### src/rtl/snn_io_pkg.sv
// Shared definitions for the SNN spike I/O sequencer.
// Contents:
//   seq_state_e  - sequencer FSM state encoding (2 bits)
//   OVF_CNT_W    - width of the saturating dropped-frame counter
//   DEF_*        - default parameter values used by the top level
//   sat_inc      - saturating increment for the dropped-frame counter
package snn_io_pkg;

    typedef enum logic [1:0] {
        IDLE      = 2'd0,
        ISSUE     = 2'd1,
        WAIT_DONE = 2'd2,
        REPORT    = 2'd3
    } seq_state_e;

    localparam int OVF_CNT_W       = 8;

    localparam int DEF_N_IN        = 8;
    localparam int DEF_N_OUT       = 8;
    localparam int DEF_DEPTH       = 4;
    localparam int DEF_SYNC_STAGES = 2;
    localparam int DEF_OUT_PULSE   = 4;
    localparam int DEF_TIMEOUT     = 255;

    function automatic logic [OVF_CNT_W-1:0] sat_inc(input logic [OVF_CNT_W-1:0] v);
        return (v == {OVF_CNT_W{1'b1}}) ? v : v + OVF_CNT_W'(1);
    endfunction

endpackage

### src/rtl/spike_frame_fifo.sv
// Spike frame buffer: a DEPTH-entry FIFO, or a single holding slot that is
// overwritten by each new frame when fifo_mode is 0.
// Ports:
//   system_clock, sys_clk_reset - clock, asynchronous active-high reset
//   fifo_mode - 1 = FIFO of DEPTH frames, 0 = single-frame overwrite
//   push, wdata - frame write strobe and data
//   pop       - read request; honoured only when the registered count is non-zero
//   rdata     - head-of-queue frame
//   count     - occupancy, never exceeds DEPTH
//   drop      - one-cycle pulse when a frame is dropped (full) or overwritten
module spike_frame_fifo #(
    parameter int WIDTH = 8,
    parameter int DEPTH = 4
) (
    input  logic                     system_clock,
    input  logic                     sys_clk_reset,
    input  logic                     fifo_mode,
    input  logic                     push,
    input  logic [WIDTH-1:0]         wdata,
    input  logic                     pop,
    output logic [WIDTH-1:0]         rdata,
    output logic [$clog2(DEPTH):0]   count,
    output logic                     drop
);

    localparam int PTR_W = $clog2(DEPTH);
    localparam int CNT_W = $clog2(DEPTH) + 1;

    logic [WIDTH-1:0] mem [DEPTH];
    logic [PTR_W-1:0] wr_ptr;
    logic [PTR_W-1:0] rd_ptr;
    logic             full;
    logic             empty;
    logic             pop_ok;
    logic             wr_ok;
    logic             ovw;

    assign full  = (count == CNT_W'(DEPTH));
    assign empty = (count == '0);
    assign rdata = mem[rd_ptr];

    // A same-cycle pop frees the slot a push into a full buffer needs; on an
    // empty buffer the pop is not honoured, so a push never bypasses storage.
    always_comb begin
        pop_ok = pop && !empty;
        wr_ok  = 1'b0;
        ovw    = 1'b0;
        drop   = 1'b0;
        if (push) begin
            if (fifo_mode) begin
                if (!full || pop_ok) begin
                    wr_ok = 1'b1;
                end else begin
                    drop = 1'b1;
                end
            end else begin
                if (empty || pop_ok) begin
                    wr_ok = 1'b1;
                end else begin
                    ovw  = 1'b1;
                    drop = 1'b1;
                end
            end
        end
    end

    // Storage needs no reset; occupancy tracking guarantees stale data is never read.
    always_ff @(posedge system_clock) begin
        if (wr_ok) begin
            mem[wr_ptr] <= wdata;
        end else if (ovw) begin
            mem[rd_ptr] <= wdata;
        end
    end

    always_ff @(posedge system_clock or posedge sys_clk_reset) begin
        if (sys_clk_reset) begin
            wr_ptr <= '0;
            rd_ptr <= '0;
            count  <= '0;
        end else begin
            if (wr_ok) begin
                wr_ptr <= wr_ptr + PTR_W'(1);
            end
            if (pop_ok) begin
                rd_ptr <= rd_ptr + PTR_W'(1);
            end
            case ({wr_ok, pop_ok})
                2'b10:   count <= count + CNT_W'(1);
                2'b01:   count <= count - CNT_W'(1);
                default: count <= count;
            endcase
        end
    end

endmodule

### src/rtl/synchronizer.sv
// Multi-flop synchroniser for a single asynchronous level.
// Ports:
//   system_clock  - destination clock
//   sys_clk_reset - asynchronous active-high reset, clears the chain
//   async_in      - asynchronous input level
//   sync_out      - input level after STAGES flops
module synchronizer #(
    parameter int STAGES = 2
) (
    input  logic system_clock,
    input  logic sys_clk_reset,
    input  logic async_in,
    output logic sync_out
);

    logic [STAGES-1:0] chain;

    always_ff @(posedge system_clock or posedge sys_clk_reset) begin
        if (sys_clk_reset) begin
            chain <= '0;
        end else begin
            chain <= {chain[STAGES-2:0], async_in};
        end
    end

    assign sync_out = chain[STAGES-1];

endmodule

### src/rtl/snn_spike_io_sequencer.sv
// SNN spike I/O sequencer: synchronises the pad strobes, buffers input spike
// frames, issues one SNN step per frame, waits for completion (with timeout)
// and reports the captured output spikes with a stretched output_ready.
//
//   state     | meaning
//   ----------+-----------------------------------------------------------
//   IDLE      | waiting for snn_en and a buffered frame
//   ISSUE     | snn_step high for one cycle, frame on snn_spikes
//   WAIT_DONE | waiting for snn_done; timer counts down to timeout
//   REPORT    | output_ready high for OUT_PULSE cycles
//
// Ports:
//   system_clock, sys_clk_reset    - clock, asynchronous active-high reset
//   input_ready, input_spikes      - async frame strobe and frame data
//   snn_en                         - async SNN enable
//   fifo_mode                      - 1 = FIFO, 0 = single-frame overwrite
//   snn_spikes, snn_step           - frame and step request to the core
//   snn_done, snn_out_spikes       - completion pulse and result from the core
//   out_spikes, output_ready       - captured result and its stretched strobe
//   timeout_flag                   - sticky step-timeout indicator
//   fifo_count, overflow_cnt, busy - status
module snn_spike_io_sequencer
    import snn_io_pkg::*;
#(
    parameter int N_IN        = DEF_N_IN,
    parameter int N_OUT       = DEF_N_OUT,
    parameter int DEPTH       = DEF_DEPTH,
    parameter int SYNC_STAGES = DEF_SYNC_STAGES,
    parameter int OUT_PULSE   = DEF_OUT_PULSE,
    parameter int TIMEOUT     = DEF_TIMEOUT
) (
    input  logic                   system_clock,
    input  logic                   sys_clk_reset,
    input  logic                   input_ready,
    input  logic [N_IN-1:0]        input_spikes,
    input  logic                   snn_en,
    input  logic                   fifo_mode,
    output logic [N_IN-1:0]        snn_spikes,
    output logic                   snn_step,
    input  logic                   snn_done,
    input  logic [N_OUT-1:0]       snn_out_spikes,
    output logic [N_OUT-1:0]       out_spikes,
    output logic                   output_ready,
    output logic                   timeout_flag,
    output logic [$clog2(DEPTH):0] fifo_count,
    output logic [OVF_CNT_W-1:0]   overflow_cnt,
    output logic                   busy
);

    localparam int   TMR_W      = (TIMEOUT > 1) ? $clog2(TIMEOUT) : 1;
    localparam int   PULSE_W    = (OUT_PULSE > 1) ? $clog2(OUT_PULSE) : 1;
    localparam bit   TMO_EN     = (TIMEOUT != 0);
    // Down-counters are loaded with N-1 and expire on the cycle they read zero.
    localparam logic [TMR_W-1:0]   TMR_LOAD   = TMR_W'((TIMEOUT > 0) ? TIMEOUT - 1 : 0);
    localparam logic [PULSE_W-1:0] PULSE_LOAD = PULSE_W'(OUT_PULSE - 1);

    seq_state_e         state;
    logic [TMR_W-1:0]   tmr;
    logic [PULSE_W-1:0] pulse_cnt;
    logic               ir_sync;
    logic               ir_prev;
    logic               en_sync;
    logic               frame_push;
    logic               frame_pop;
    logic               frame_drop;
    logic [N_IN-1:0]    head_frame;

    synchronizer #(.STAGES(SYNC_STAGES)) u_sync_ready (
        .system_clock  (system_clock),
        .sys_clk_reset (sys_clk_reset),
        .async_in      (input_ready),
        .sync_out      (ir_sync)
    );

    synchronizer #(.STAGES(SYNC_STAGES)) u_sync_en (
        .system_clock  (system_clock),
        .sys_clk_reset (sys_clk_reset),
        .async_in      (snn_en),
        .sync_out      (en_sync)
    );

    always_ff @(posedge system_clock or posedge sys_clk_reset) begin
        if (sys_clk_reset) begin
            ir_prev <= 1'b0;
        end else begin
            ir_prev <= ir_sync;
        end
    end

    assign frame_push = ir_sync && !ir_prev;
    assign frame_pop  = (state == IDLE) && en_sync && (fifo_count != '0);

    spike_frame_fifo #(.WIDTH(N_IN), .DEPTH(DEPTH)) u_fifo (
        .system_clock  (system_clock),
        .sys_clk_reset (sys_clk_reset),
        .fifo_mode     (fifo_mode),
        .push          (frame_push),
        .wdata         (input_spikes),
        .pop           (frame_pop),
        .rdata         (head_frame),
        .count         (fifo_count),
        .drop          (frame_drop)
    );

    always_ff @(posedge system_clock or posedge sys_clk_reset) begin
        if (sys_clk_reset) begin
            overflow_cnt <= '0;
        end else if (frame_drop) begin
            overflow_cnt <= sat_inc(overflow_cnt);
        end
    end

    always_ff @(posedge system_clock or posedge sys_clk_reset) begin
        if (sys_clk_reset) begin
            state        <= IDLE;
            snn_spikes   <= '0;
            snn_step     <= 1'b0;
            out_spikes   <= '0;
            output_ready <= 1'b0;
            timeout_flag <= 1'b0;
            tmr          <= '0;
            pulse_cnt    <= '0;
        end else begin
            case (state)
                IDLE: begin
                    if (frame_pop) begin
                        snn_spikes <= head_frame;
                        snn_step   <= 1'b1;
                        state      <= ISSUE;
                    end
                end
                ISSUE: begin
                    snn_step <= 1'b0;
                    tmr      <= TMR_LOAD;
                    state    <= WAIT_DONE;
                end
                WAIT_DONE: begin
                    // Completion wins over a timeout expiring in the same cycle.
                    if (snn_done) begin
                        out_spikes   <= snn_out_spikes;
                        output_ready <= 1'b1;
                        pulse_cnt    <= PULSE_LOAD;
                        state        <= REPORT;
                    end else if (TMO_EN && (tmr == '0)) begin
                        out_spikes   <= '0;
                        timeout_flag <= 1'b1;
                        output_ready <= 1'b1;
                        pulse_cnt    <= PULSE_LOAD;
                        state        <= REPORT;
                    end else if (tmr != '0) begin
                        tmr <= tmr - TMR_W'(1);
                    end
                end
                REPORT: begin
                    if (pulse_cnt == '0) begin
                        output_ready <= 1'b0;
                        state        <= IDLE;
                    end else begin
                        pulse_cnt <= pulse_cnt - PULSE_W'(1);
                    end
                end
                default: state <= IDLE;
            endcase
        end
    end

    assign busy = (state != IDLE);

endmodule

### config.mk
export PLATFORM = sky130hd
export DESIGN_NAME = snn_spike_io_sequencer
export DESIGN_NICKNAME = d
export VERILOG_FILES = /design/src/rtl/snn_io_pkg.sv /design/src/rtl/spike_frame_fifo.sv /design/src/rtl/synchronizer.sv /design/src/rtl/snn_spike_io_sequencer.sv
export SDC_FILE = /design/constraint.sdc
export NUM_CORES = 1
export LEC_CHECK = 0
export BUFFER_PORTS_ARGS = -buffer_cell sky130_fd_sc_hd__buf_2
export CORE_MARGIN = 3
export CORE_UTILIZATION = 60
export DETAILED_ROUTE_END_ITERATION = 12
export GPL_TIMING_DRIVEN = 0
export PLACE_DENSITY = 0.83
export SYNTH_ARGS = -nofsm -noshare
export SYNTH_HDL_FRONTEND = slang
export SYNTH_SLANG_ARGS = --single-unit
export TNS_END_PERCENT = 50
### constraint.sdc
create_clock -name system_clock -period 5.35 [get_ports system_clock]
set_input_delay 1.07 -clock system_clock [delete_from_list [all_inputs] [get_ports system_clock]]
set_output_delay 1.07 -clock system_clock [all_outputs]
set_load 0.01 [all_outputs]
Word level (Yosys, flattened, before mapping)
Memory sizes are Yosys's and may differ from the RTL's. A register that Yosys moved wholly into a read port is not among the register bits.
Cells that the tools add are included.
{ "op_classes": {"n_addsub": 7, "n_eq_ne": 14, "mux": 38, "bitwise_logic": 2, "n_reduce_logical": 31} }
{ "ops": {"columns": ["cell", "n"], "rows": [
  ["$mux W8", 6],
  ["$mux W1", 20],
  ["$pmux W8 S2", 1],
  ["$mux W2", 6],
  ["$reduce_and A3 Y1", 4],
  ["$reduce_bool A2 Y1", 6],
  ["$ne A2 B2 Y1 const B", 5],
  ["$add A8 B1 Y8 const B", 1],
  ["$eq A8 B8 Y1 const B", 1],
  ["$logic_not A8 Y1", 1],
  ["$pmux W2 S4", 1],
  ["$reduce_and A2 Y1", 4],
  ["$reduce_bool A8 Y1", 1],
  ["$reduce_or A8 Y1", 1],
  ["$sub A8 B1 Y8 const B", 1],
  ["$eq A2 B2 Y1 const B", 3],
  ["$pmux W3 S2", 1],
  ["$add A2 B1 Y2 const B", 2],
  ["$eq A2 B1 Y1 const B", 2],
  ["$logic_and A1 B1 Y1", 4],
  ["$logic_not A2 Y1", 2],
  ["$pmux W1 S2", 2],
  ["$pmux W2 S2", 1],
  ["$reduce_and A4 Y1", 1],
  ["11 further kinds", 15]
]} }
{ "totals": {"register_bits": 43, "mem_bits_rw": 32, "inputBits": 22, "out_inout_bits": 31, "wordCells": 107, "n_memories": 1} }
{ "mem_list": {"columns": ["memory", "words", "width", "read_ports", "rd_clocked_by_memory_dff", "wr", "line", "source"], "rows": [
  ["u_fifo.mem", 4, 8, 1, 1, 1, "spike_frame_fifo.sv:29", "logic [WIDTH-1:0] mem [DEPTH];"]
]} }

Longest topological paths before layout
{ "depth": {"ltp_word": 13, "depth_mapped": 11, "depth_no_buf": 11} }

Hierarchy
From an unflattened synthesis, not the netlist that was laid out.
{ "hier_totals": {"cells_unflattened": 253, "hier_area_um2": 3585.9} }
{ "by_module_without_submodules": {"columns": ["mod", "instances", "cells_per_inst", "area_each_um2", "seq_area_each_um2"], "rows": [
  ["snn_spike_io_sequencer", 1, 163, 1861.8, 1001.0],
  ["spike_frame_fifo", 1, 84, 1616.6, 1136.1],
  ["synchronizer", 2, 3, 53.8, 50.0]
]} }

Worst setup path after synthesis
OpenSTA, ideal clock, no wires.
{ "synth_timing": {"path_kind": "input-to-reg", "start": "input port fifo_mode", "end": "memory u_fifo.mem[1][0], enable pin", "setup_time_ns": 0.388, "arrival_ns": 2.272, "t_required_ns": 4.962, "slack_ns": 2.690, "cell_stages": 4, "path_buffers": 0, "path_cell_list": "o21ai_0 -> a311oi_1 -> nand2_1 -> o32ai_1"} }
{ "synth_via": {"elab_chain_cells": 7} }
{ "synth_rtl": {"columns": ["element", "line", "source"], "rows": [
  ["start, declared", "snn_spike_io_sequencer.sv:37", "input logic fifo_mode,"],
  ["$mux W1", "spike_frame_fifo.sv:50", "if (fifo_mode) begin"],
  ["$mux W1", "spike_frame_fifo.sv:49", "if (push) begin"],
  ["$mux W1", "spike_frame_fifo.sv:71", "end else if (ovw) begin"],
  ["$mux W1", "spike_frame_fifo.sv:69", "if (wr_ok) begin"],
  ["$mux W1 (implied by the code)", "spike_frame_fifo.sv:72", "mem[rd_ptr] <= wdata;"],
  ["$reduce_or A8 Y1 (no source line)", null, null],
  ["$mux W2 (no source line) or $mux W1 (tied branches)", null, null],
  ["end, declared", "spike_frame_fifo.sv:29", null]
]} }
Parallel ways exist; a longest one is shown, timed or not.

Worst setup path in the final report
{ "layout_timing": {"start": "register state[0]", "end": "register u_fifo.count[2]"} }
{ "layout_via": {"elab_chain_cells": 10} }
{ "layout_rtl": {"columns": ["element", "line", "source"], "rows": [
  ["start, declared", "snn_spike_io_sequencer.sv:57", "seq_state_e state;"],
  ["start signal, assigned", "snn_spike_io_sequencer.sv:115", "state <= IDLE;"],
  ["start signal, assigned", "snn_spike_io_sequencer.sv:129", "state <= ISSUE;"],
  ["start signal, assigned", "snn_spike_io_sequencer.sv:135", "state <= WAIT_DONE;"],
  ["$logic_not A2 Y1 *", "snn_spike_io_sequencer.sv:91", "assign frame_pop = (state == IDLE) && en_sync && (fifo_count != '0);"],
  ["$logic_and A1 B1 Y1 * (2 in a row)", "snn_spike_io_sequencer.sv:91", null],
  ["$logic_and A1 B1 Y1 *", "spike_frame_fifo.sv:45", "pop_ok = pop && !empty;"],
  ["via u_fifo.pop_ok", "spike_frame_fifo.sv:34", "logic pop_ok;"],
  ["$logic_or A1 B1 Y1 (on tied branches)", "spike_frame_fifo.sv:57, spike_frame_fifo.sv:51", null],
  ["$mux W1 (on tied branches)", "spike_frame_fifo.sv:57, spike_frame_fifo.sv:51", null],
  ["$mux W1", "spike_frame_fifo.sv:50", null],
  ["$mux W1", "spike_frame_fifo.sv:49", null],
  ["$eq A2 B1 Y1 or $eq A2 B2 Y1 (tied branches)", "spike_frame_fifo.sv:88", "case ({wr_ok, pop_ok})"],
  ["$pmux W3 S2 or $reduce_bool A2 Y1 (tied branches)", null, null],
  ["end signal, assigned", "spike_frame_fifo.sv:89", "2'b10: count <= count + CNT_W'(1);"],
  ["end signal, assigned", "spike_frame_fifo.sv:90", "2'b01: count <= count - CNT_W'(1);"],
  ["end signal, assigned", "spike_frame_fifo.sv:91", "default: count <= count;"],
  ["end, declared", "spike_frame_fifo.sv:22", "output logic [$clog2(DEPTH):0] count,"]
]} }
Mark *: on every way through the listed nets, which the timed path passes. The rest lies on a longest branch.
A chain may end at the register's enable or synchronous reset.

==> metrics.md <==
| Metric | Value |
|---|---|
| Status | finished, final reports clean |
| Worst-path clk slew | 0.08 ns |
| CTS Hold Bufs | 0 |
| Post-DP HPWL | 4320 um |
| Max FO, Critical Path | 10 |
| Die area | 0.00678 mm^2 |
| GP Congestion | 0.783 |
| CTS tree | done |
| Share of layout cells above drive strength 1 | 29.5% |
| CP Launch Type | flip-flop |
| Max-Cap Viols | 0 |
| Post-Synthesis Cells | 246 |
| Nets@finish | 343 |
| Antenna Cells | 0 |
| Worst setup path class | flip-flop to flip-flop |
| Layout area overhead | 16.5% |
| Crit end category | flip-flop |
| Actual slew at the worst max-slew pin | 1.33 ns |
| Skew final | 0.0103 ns |
| # Post-CTS Setup Buffers | 0 |
| Die Height | 82.4 um |
| CP max stage delay | 0.54 ns |
| Final hold violations | 0 |
| Clock Root Buffer | clkbuf_8 |
| Ys async rst share | 61.4% |
| FF-to-FF End | u_fifo.count[2] |
| Gr usage total | 20.3% |
| Clk Latency, worst-skew pair | 0.34 ns |
| # setup viols final | 0 |
| Iter 0 DRT Violations | 144 |
| Worst path cell trace | inv_1 > ha_1 > inv_1 > nor2_1 > clkbuf_1 > ha_1 > inv_1 > fa_1 > xor2_1 > nor2_1 > xor2_1 |
| Cell area after layout | 0.00408 mm^2 |
| DRT Wirelength | 6230 um |
| Initial antenna violation count | 0 |
| Vias in the first global route | 2110 |
| Critical Path RT | 5.61 ns |
| CTS Sinks | 83 |
| Fin crit period | 2.90 ns |
| Crit path DAT | 3.16 ns |
| Commonest non-fill, non-tap cell in the layout | buf_2 |
| Mapped Area | 0.00350 mm^2 |
| Sequential area share after synthesis | 63.9% |
| Multi-input logic area | 0.00119 mm^2 |
| Resized Gates After CTS | 0 |
| 1st-pass router iterations | 4 |
| Max VDD drop | 0.347 mV |
| FF-to-FF path depth | 11 |
| CP dominant cell by count | inv_1 |
| Htree depth | 3 |
| Largest net degree at the start of global routing | 44 |
| First-pass GRT wire length | 9980 um |
| GRT overflow | 0 |
| Slew headroom | 11.2% |
| Ys Warns | 0 |
| Buffers on Ports | 52 |
| Setup crit start | state[0] |
| Total leakage power | 1.73 nW |
| Wirelength per Cell | 16.1 um |
| Pwr/cell area | 518 mW/mm^2 |
| Distinct cells, synth | 45 |
| Post-synth EDFFs | 32 |
| Mean Syn Cell Area | 14.2 um^2 |
| Worst R2R Setup Slack | 2.45 ns |
| Initial Util | 62.8% |
| Ys flop type | dfrtp_1 |
| Hold WS | 0.345 ns |
| Syn Nets | 279 |
| Setup crit end | u_fifo.count[2] |
| Via/cell ratio | 5.61 |
| Commonest cells after routing, fill and taps aside | buf_2 (52), dfrtp_1 (51), edfxtp_1 (32), inv_1 (17), nand2_1 (11) |
| Num CTS Buffers | 9 |
| Top-Level Pins | 53 |
| Beginning of the worst hold path | u_sync_en.chain[0] |
| Final period util | 54.2% |
| WP depth | 11 |
| RSZ-0062 raised after global routing | false |
| Die W | 82.4 um |
| Worst Hold Class | flip-flop to flip-flop |
| Post-route setup TNS | 0 ns |
| Sequential cell area | 0.00224 mm^2 |
| Post-synthesis register bit count | 83 |
| Std cell rows | 27 |
| Core Box Area | 0.00557 mm^2 |
| CP max-delay cell | clkbuf_1 |
| Vias | 2170 |
| Longest Clk Path Bufs | 2 |
| DP Area | 0.00387 mm^2 |
| Worst path buffer plus inverter count | 4 |
| Delay-heaviest family, CP | adder cells |
| F_max | 345 MHz |
| Slew Viols, Final | 0 |
| DRC Markers | 0 |
| Worst r2r src | state[0] |
| Routed Antenna Nets | 0 |
| # fillers | 375 |
-- power by group --
group | switching (W) | total (W) | internal [W]
clock | 0.000211 | 0.000423 | 0.000212
sequential | 0.000124 | 0.000960 | 0.000836
combinational | 0.000386 | 0.000728 | 0.000342
total | 0.000721 | 0.00211 | 0.00139
-- final cells by class --
| cell class | count | share of cell area [%] |
|---|---|---|
| clock buffer | 10 | 3.13 |
| multi-input combinational | 139 | 29.3 |
| inverter | 18 | 1.66 |
| buffer | 6 | 0.583 |
| tap | 72 | 2.21 |
| timing repair buffer | 53 | 6.88 |
| clock inverter | 6 | 1.38 |
| sequential | 83 | 54.9 |
-- worst min-delay path by stage --
| stage | endpoint | depth (start not counted) |
|---|---|---|
| floorplan | u_sync_en.chain[1] | 0 |
| global placement | u_sync_en.chain[1] | 0 |
| detailed placement | u_sync_ready.chain[1] | 0 |
| CTS | u_sync_en.chain[1] | 0 |
| global route | u_sync_ready.chain[1] | 0 |
| finish | u_sync_en.chain[1] | 0 |
-- flip-flops by register name, indices dropped and copies added, names as in the netlist --
name	count
output_ready	1
u_fifo.rd_ptr	2
pulse_cnt	2
timeout_flag	1
overflow_cnt	8
out_spikes	8
state	2
u_fifo.count	3
snn_spikes	8
u_sync_ready.chain	2
u_fifo.mem	32
u_sync_en.chain	2
snn_step	1
tmr	8
ir_prev	1
u_fifo.wr_ptr	2
-- Yosys cell counts (all sizes together) (3+ instances only) --
library cell | number | area (um^2)
o31ai | 3 | 22.5
edfxtp | 32 | 961
nand2b | 6 | 37.5
a21oi | 5 | 25.0
inv | 18 | 67.6
nand3 | 6 | 30.0
mux2 | 11 | 124
dfrtp | 51 | 1280
nor2b | 3 | 18.8
clkbuf | 4 | 16.3
ha | 10 | 125
a22o | 8 | 70.1
nor2 | 11 | 48.8
mux4 | 8 | 180
xor2 | 10 | 87.6
xnor2 | 4 | 35.0
o21ai | 9 | 45.0
nor3 | 6 | 30.0
nand2 | 11 | 41.3
o32ai | 4 | 35.0
-- stage by stage --
step                utilization, %  worst slack [ns]  instances  power (W)
floorplan                        -              2.69        246    0.00145
global placement              69.1              2.22        370    0.00165
detailed placement            69.4              2.13        371    0.00169
CTS                           72.7              2.44        387    0.00211
global route                  73.1              2.19        387    0.00225
finish                        73.1              2.45        387    0.00211
-- cells by family after synthesis --
logic type	Yosys count	share of synthesized area, %
flip-flops	83	63.9
adder cells (fa/ha/maj)	11	4.15
buffers and inverters	24	2.61
AND/OR/NAND/NOR	53	7.97
XOR/XNOR	14	3.50
AO/OA/AOI/OAI	40	8.58
multiplexers	21	9.26
-- layer usage --
metal  vias up  wire, um  track usage (%)  share of wire [%]
met1      1093      2810             27.1                 45
met3         6       244             3.36                3.9
met5         -         0                0                  0
li1       1032         -                -                  -
met2        39      3100             32.2                 50
met4         0        73             10.3                1.2
-- worst register-to-register path: stages, from the launching register on --
cell      delay [ns]
dfrtp_1         0.43
inv_1           0.12
ha_1            0.27
inv_1           0.10
nor2_1          0.20
clkbuf_1        0.54
ha_1            0.32
inv_1           0.06
fa_1            0.37
xor2_1          0.15
nor2_1          0.11
xor2_1          0.14
Power figures use the tool's default switching activity.
